File: src/rtl/rtc_init_sequencer_if.sv
// Write-controller side of the RTC init sequencer: cycle handshake plus the
// multiplexed AD bus. The sequencer is master; the write controller and pads are slave.
interface rtc_init_sequencer_if;
   logic       ciclo;
   logic       Fin;
   logic       Sent_A;
   logic       Sent_D;
   logic [7:0] bus_out;
   logic       bus_oe;

   modport master (output ciclo, bus_out, bus_oe, input Fin, Sent_A, Sent_D);
   modport slave  (input ciclo, bus_out, bus_oe, output Fin, Sent_A, Sent_D);
endinterface

File: src/rtl/rtc_init_sequencer.sv
// Walks a fixed RTC register-programming table, one write cycle per entry.
// Define RTC_INIT_COMMIT_EN to append the transfer/commit entry (0xF0, 0xF0).
module rtc_init_sequencer #(
   parameter int unsigned WAIT_TIMEOUT = 16384
) (
   input  logic                       Clock_in,
   input  logic                       Reset,
   input  logic                       start,
   rtc_init_sequencer_if.master       wr,
   output logic                       busy,
   output logic                       done,
   output logic                       err,
   output logic [2:0]                 idx
);

   typedef enum logic [2:0] {
      S_IDLE, S_LOAD, S_ISSUE, S_WAIT, S_GAP, S_DONE, S_ERROR
   } state_t;

`ifdef RTC_INIT_COMMIT_EN
   localparam logic [2:0] LAST = 3'd4;
`else
   localparam logic [2:0] LAST = 3'd3;
`endif

   localparam int unsigned CNT_W = (WAIT_TIMEOUT > 1) ? $clog2(WAIT_TIMEOUT) : 1;
   localparam logic [CNT_W-1:0] CNT_LAST = CNT_W'(WAIT_TIMEOUT - 1);

   // {addr, data} for each entry
   function automatic logic [15:0] table_entry(input logic [2:0] i);
      case (i)
         3'd0:    return {8'h02, 8'h10};
         3'd1:    return {8'h10, 8'h00};
         3'd2:    return {8'h11, 8'h00};
         3'd3:    return {8'h12, 8'h00};
`ifdef RTC_INIT_COMMIT_EN
         3'd4:    return {8'hF0, 8'hF0};
`endif
         default: return 16'h0000;
      endcase
   endfunction

   state_t           state, state_n;
   logic [CNT_W-1:0] cnt;
   logic [7:0]       addr_r, data_r;
   logic             go, load_en, idx_inc, cnt_clr, cnt_inc;

   // NOTE: every variable gets a default before the case so no path leaves
   // one unassigned, which would otherwise infer a latch.
   always_comb begin
      state_n = state;
      go      = 1'b0;
      load_en = 1'b0;
      idx_inc = 1'b0;
      cnt_clr = 1'b0;
      cnt_inc = 1'b0;
      unique case (state)
         S_IDLE, S_DONE, S_ERROR: begin
            if (start) begin
               go      = 1'b1;
               state_n = S_LOAD;
            end
         end
         S_LOAD: begin
            load_en = 1'b1;
            state_n = S_ISSUE;
         end
         S_ISSUE: begin
            cnt_clr = 1'b1;
            state_n = S_WAIT;
         end
         S_WAIT: begin
            if (wr.Fin) begin
               if (idx == LAST) begin
                  state_n = S_DONE;
               end else begin
                  idx_inc = 1'b1;
                  state_n = S_GAP;
               end
            end else if (cnt == CNT_LAST) begin
               state_n = S_ERROR;
            end else begin
               cnt_inc = 1'b1;
            end
         end
         S_GAP:   state_n = S_LOAD;
         default: state_n = S_IDLE;
      endcase
   end

   // NOTE: sequential state uses non-blocking assignments so every register
   // samples pre-edge values regardless of statement order.
   always_ff @(posedge Clock_in) begin
      if (Reset) begin
         state  <= S_IDLE;
         idx    <= 3'd0;
         cnt    <= '0;
         addr_r <= 8'h00;
         data_r <= 8'h00;
      end else begin
         state <= state_n;
         if (go)           idx <= 3'd0;
         else if (idx_inc) idx <= idx + 3'd1;
         if (go || cnt_clr) cnt <= '0;
         else if (cnt_inc)  cnt <= cnt + 1'b1;
         if (load_en) {addr_r, data_r} <= table_entry(idx);
      end
   end

   assign wr.ciclo = (state == S_ISSUE);
   assign busy     = (state != S_IDLE) && (state != S_DONE) && (state != S_ERROR);
   assign done     = (state == S_DONE);
   assign err      = (state == S_ERROR);

   // Address strobe has priority when both strobes are high
   always_comb begin
      wr.bus_out = 8'h00;
      if (wr.Sent_A)      wr.bus_out = addr_r;
      else if (wr.Sent_D) wr.bus_out = data_r;
   end
   assign wr.bus_oe = wr.Sent_A | wr.Sent_D;

endmodule

File: src/flat_wrapper.sv
// flat-port wrapper written by rule: the top's interface ports become plain ports
module rtc_init_sequencer_flat 
#(
   parameter int unsigned WAIT_TIMEOUT = 16384
)
  (Clock_in, Reset, start, busy, done, err, idx, wr_ciclo, wr_bus_out, wr_bus_oe, wr_Fin, wr_Sent_A, wr_Sent_D);
  rtc_init_sequencer_if wr_i ();
  input  logic Clock_in;
  input  logic Reset;
  input  logic start;
  output logic busy;
  output logic done;
  output logic err;
  output logic [2:0] idx;
  output wire logic [$bits(wr_i.ciclo)-1:0] wr_ciclo;
  output wire logic [$bits(wr_i.bus_out)-1:0] wr_bus_out;
  output wire logic [$bits(wr_i.bus_oe)-1:0] wr_bus_oe;
  input wire logic [$bits(wr_i.Fin)-1:0] wr_Fin;
  input wire logic [$bits(wr_i.Sent_A)-1:0] wr_Sent_A;
  input wire logic [$bits(wr_i.Sent_D)-1:0] wr_Sent_D;
  assign wr_ciclo = wr_i.ciclo;
  assign wr_bus_out = wr_i.bus_out;
  assign wr_bus_oe = wr_i.bus_oe;
  assign wr_i.Fin = wr_Fin;
  assign wr_i.Sent_A = wr_Sent_A;
  assign wr_i.Sent_D = wr_Sent_D;
  rtc_init_sequencer #(.WAIT_TIMEOUT(WAIT_TIMEOUT)) u_core (.Clock_in(Clock_in), .Reset(Reset), .start(start), .wr(wr_i), .busy(busy), .done(done), .err(err), .idx(idx));
endmodule
File: config.mk
export PLATFORM = sky130hd
export DESIGN_NAME = rtc_init_sequencer_flat
export DESIGN_NICKNAME = d
export VERILOG_FILES = /design/src/rtl/rtc_init_sequencer_if.sv /design/src/rtl/rtc_init_sequencer.sv /design/src/flat_wrapper.sv
export SDC_FILE = /design/constraint.sdc
export NUM_CORES = 1
export LEC_CHECK = 0
export BUFFER_PORTS_ARGS = -buffer_cell sky130_fd_sc_hd__buf_4
export CAP_MARGIN = 20
export CORE_UTILIZATION = 45
export DETAILED_ROUTE_END_ITERATION = 8
export HOLD_SLACK_MARGIN = 0.15
export PLACE_DENSITY = 0.64
export SETUP_SLACK_MARGIN = 0.5
export SYNTH_ARGS = -nofsm -noshare
export SYNTH_HDL_FRONTEND = slang
export SYNTH_SLANG_ARGS = --single-unit
File: constraint.sdc
create_clock -name Clock_in -period 2.01 [get_ports Clock_in]
set_input_delay 0.1005 -clock Clock_in [delete_from_list [all_inputs] [get_ports Clock_in]]
set_output_delay 0.1005 -clock Clock_in [all_outputs]
set_load 0.05 [all_outputs]
==> results.md <==
- The clock buffer count from CTS is 3.
- In this design, the stage delay of the slowest critical-path cell is 0.39 ns.
- The global routing usage on met1 is 0.267.
- Setup violations remaining at the end of the flow were counted as 0.
- The flow ran to the end, and the final reports show no timing, DRC or antenna violations.
- For this configuration, the core starts out at a cell density of 0.474.
- The fmax is 0.654 GHz.
- The iteration count of the initial detailed-routing pass is 4.
- The CTS tree is done.
- 0 antenna diodes ended up in the layout.
- The static leakage is 0.750 nW.
- The clock drives 24 sinks.
- Of all cell types, the one taking the most synthesized area is sky130_fd_sc_hd__dfxtp_1.
- The die covers 3480 µm².
- The number of distinct library cells after synthesis is 46.
- During placement, the flow inserted port buffers numbering 16.
- The completed layout was analyzed and its total power is approximately 0.98 mW.
- The total wire length is approximately 3200 µm.
- The number of nets in the final layout is 213.
- The number of hold violations in the final report was 0.
- The clock slew at the register clock pins of the worst setup and hold paths is 0.14 ns.
- The critical-path cell with the highest stage delay is sky130_fd_sc_hd__dfxtp_4.
- Clock latency on the worst-skew pair, taken at its later pin, is around 0.32 ns.
- The worst setup path is captured at a flop.
- The worst reg-to-reg setup slack is 0.48 ns.
- The clock tree buffer depth is 2.
- The first-pass GRT wire length is 5210 µm.
- Walking the worst path, the cells encountered are and4bb_4, nand4_1, or3_1, a21oi_1.
- The total global-route track usage is 0.193.
- Of the post-synthesis cell area, the dominant cell type holds 0.329.
- The number of warnings printed during yosys synthesis is 0.
- Counting flops with a built-in enable in the synthesized netlist gives 0.
- The detailed-route via count is 1342.
- After detailed routing, the number of vias per cell comes to ~5.5.
- The proportion of register bits with asynchronous set or reset after synthesis is 0.
- The global-route congestion overflow total is 0.
- The setup skew after layout is 0.00623 ns.
- In this run the worst path has a maximum fanout of 9.
- The die width is 59.0 µm.
- Max-cap violations in this run came to 0.
- The number of pins exceeding their max-slew limit in the final report came to 0.
- In this run the standard cell core region covers about 3000 µm².
- The floorplan row count is 20.
- The area growth from synthesis to final layout is 27.2%.
- Clock tree synthesis selected as its root buffer the cell sky130_fd_sc_hd__clkbuf_4.
- STA classifies the critical path startpoint as a flop.
- In this run the number of H-tree levels came out at 1.
- Data arrives at the worst endpoint at 1.79 ns.
- The data required time of the worst path is 2.27 ns.
- In this run the power density over the cells is 528 nW/µm².
- A synthesized cell averages 8.59 µm².
- The worst slack after detailed placement is between 0.2 and 0.3 ns.
- The register bit total from synthesis is 24.
- Adding up every negative setup slack in the final design gives 0 ns.
- The worst hold path belongs to the class in2reg.
- The weighted congestion at the end of routability-driven global placement is 0.918.
- In the final routed layout, each cell accounts on average for 13.2 µm.
- By count the netlist is led by sky130_fd_sc_hd__dfxtp_1 (24), sky130_fd_sc_hd__a21oi_1 (13), sky130_fd_sc_hd__o21ai_0 (13), sky130_fd_sc_hd__nor2_1 (11).
- The most common cell in the synthesized netlist is sky130_fd_sc_hd__dfxtp_1.
- Summing every instance area after synthesis gives 1460 µm².
- The number of antenna violations at the first check in global routing came to 0.
- After layout, the minimum clock period comes to 1.53 ns.
- After technology mapping, the gate count stands at 170.
- Of the cells placed in the final design, the portion with a size suffix greater than 1 is 0.360.
- The worst path meets setup with about 0.48 ns of slack.
- The final standard cell utilization of the core is 0.603.
- Setup repair after global routing could not meet its margin everywhere.
- The global-route track usage on met3 is 0.0286.
- The count of nets left with antenna violations once routing finished came out at 0.
- The most used flip-flop cell after synthesis is sky130_fd_sc_hd__dfxtp_1.
- For this design the top-level I/O count stands at 22.
- Measured along the y axis, the die boundary spans 59.0 µm.
- The remaining routing DRC violations is 0.
- For met2 alone, demand over resource in global routing was 0.304.
- The number of global-route vias before repair is 1173.
- The detailed-placement wirelength estimate is 2180 µm.
- The final clock period utilization by the worst path is 0.761.
- The most heavily used metal layer in global routing is met2.
- In this run, the number of DRC markers left after iteration 0 of detailed routing was 45.
- The number of inserted filler cells in the final layout is between 200 and 300.
- The largest vdd supply drop is 340 µV.
- By area the synthesized netlist is led by sky130_fd_sc_hd__dfxtp_1 (33%), sky130_fd_sc_hd__ha_1 (5.1%), sky130_fd_sc_hd__a21oi_1 (4.5%).
- By startpoint and endpoint, the worst setup path is classified as reg2reg.
- Entering global routing, the biggest net connects 14 pins.
- The sequential fraction of the synthesis area is 0.329.
-- kinds of logic (layout without fill, tap and decap cells) --
family / Yosys count / in the layout / synth area share
other: 1 / 5 / 0.00257
AO/OA/AOI/OAI: 41 / 41 / 0.179
adder cells (fa/ha/maj): 6 / 6 / 0.0514
XOR/XNOR: 2 / 2 / 0.0120
buffers and inverters: 18 / 44 / 0.0651
multiplexers: 6 / 6 / 0.0411
flip-flops: 24 / 24 / 0.329
AND/OR/NAND/NOR: 72 / 72 / 0.320
-- stage by stage --
step	hold slack, ns	cells	area [µm²]
6_report	0.160	244	1860
3_3_place_gp	0.349	225	1610
3_5_place_dp	0.363	225	1610
5_1_grt	0.173	244	1860
4_1_cts	0.154	242	1800
2_1_floorplan	0.201	174	1480
-- area by class of cell --
class,instances,area (µm²),share of cell area
Clock buffer,4,36.3,0.0195
Inverter,7,26.3,0.0142
Tap cell,44,55.1,0.0296
Timing Repair Buffer,33,258,0.139
Sequential cell,24,512,0.276
Multi-Input combinational cell,132,970,0.522
-- metal layers --
layer / vias to the layer above / routed length [µm]
met1: 638 / 1550
li1: 667 / -
met4: 0 / 31
met2: 33 / 1540
met3: 4 / 100
met5: - / 0
-- layout by cell type, fill, tap and decap left out, types with 3 or more instances in the layout --
cell,instances
sky130_fd_sc_hd__dfxtp_4,4
sky130_fd_sc_hd__nand3_1,7
sky130_fd_sc_hd__nand3b_1,3
sky130_fd_sc_hd__ha_1,5
sky130_fd_sc_hd__nor2b_1,3
sky130_fd_sc_hd__conb_1,5
sky130_fd_sc_hd__mux2i_1,6
sky130_fd_sc_hd__or3_1,5
sky130_fd_sc_hd__and4_1,3
sky130_fd_sc_hd__inv_1,7
sky130_fd_sc_hd__buf_4,28
sky130_fd_sc_hd__clkbuf_4,3
sky130_fd_sc_hd__nor2_1,10
sky130_fd_sc_hd__o21ai_0,12
sky130_fd_sc_hd__a211oi_1,3
sky130_fd_sc_hd__a21oi_1,12
sky130_fd_sc_hd__dfxtp_2,13
sky130_fd_sc_hd__and2_1,7
sky130_fd_sc_hd__dfxtp_1,7
sky130_fd_sc_hd__nand2_1,6
-- power by group --
| part | total, mW | leakage, nW | switching [mW] | internal, mW |
|---|---|---|---|---|
| registers | 0.506 | 0.204 | 0.0183 | 0.487 |
| clock network | 0.264 | 0.0210 | 0.153 | 0.111 |
| logic | 0.211 | 0.525 | 0.136 | 0.0741 |
-- state kept, by name (all words and copies together) (netlist names) --
signal	count
u_core.cnt	14
u_core.addr_r	3
u_core.idx	3
u_core.state	3
u_core.data_r	1
-- worst paths after layout --
check	startpoint	end	cells past startpoint
setup / recovery	u_core.state[2]	u_core.cnt[10]	4
hold / removal	start	u_core.state[0]	4
setup reg to reg	u_core.state[2]	u_core.cnt[10]	4
hold reg to reg	u_core.addr_r[1]	u_core.addr_r[1]	2
-- worst max-delay path: cells and delay by family (launching register included) --
kind	cells	cell delay (ns)
AND/OR/NAND/NOR	3	0.91
flip-flops	1	0.39
AO/OA/AOI/OAI	1	0.16
-- repair_timing --
| item | in CTS | in global routing |
|---|---|---|
| buffers inserted | 11 | 2 |
| endpoints found under the setup margin | 21 | 18 |
| hold endpoints to repair | 9 | 0 |
| resized for setup | 25 | 12 |
| hold buffers | 2 | 0 |
| pin swaps | 3 | 5 |
No activity file was read; power rests on OpenSTA's default activity.
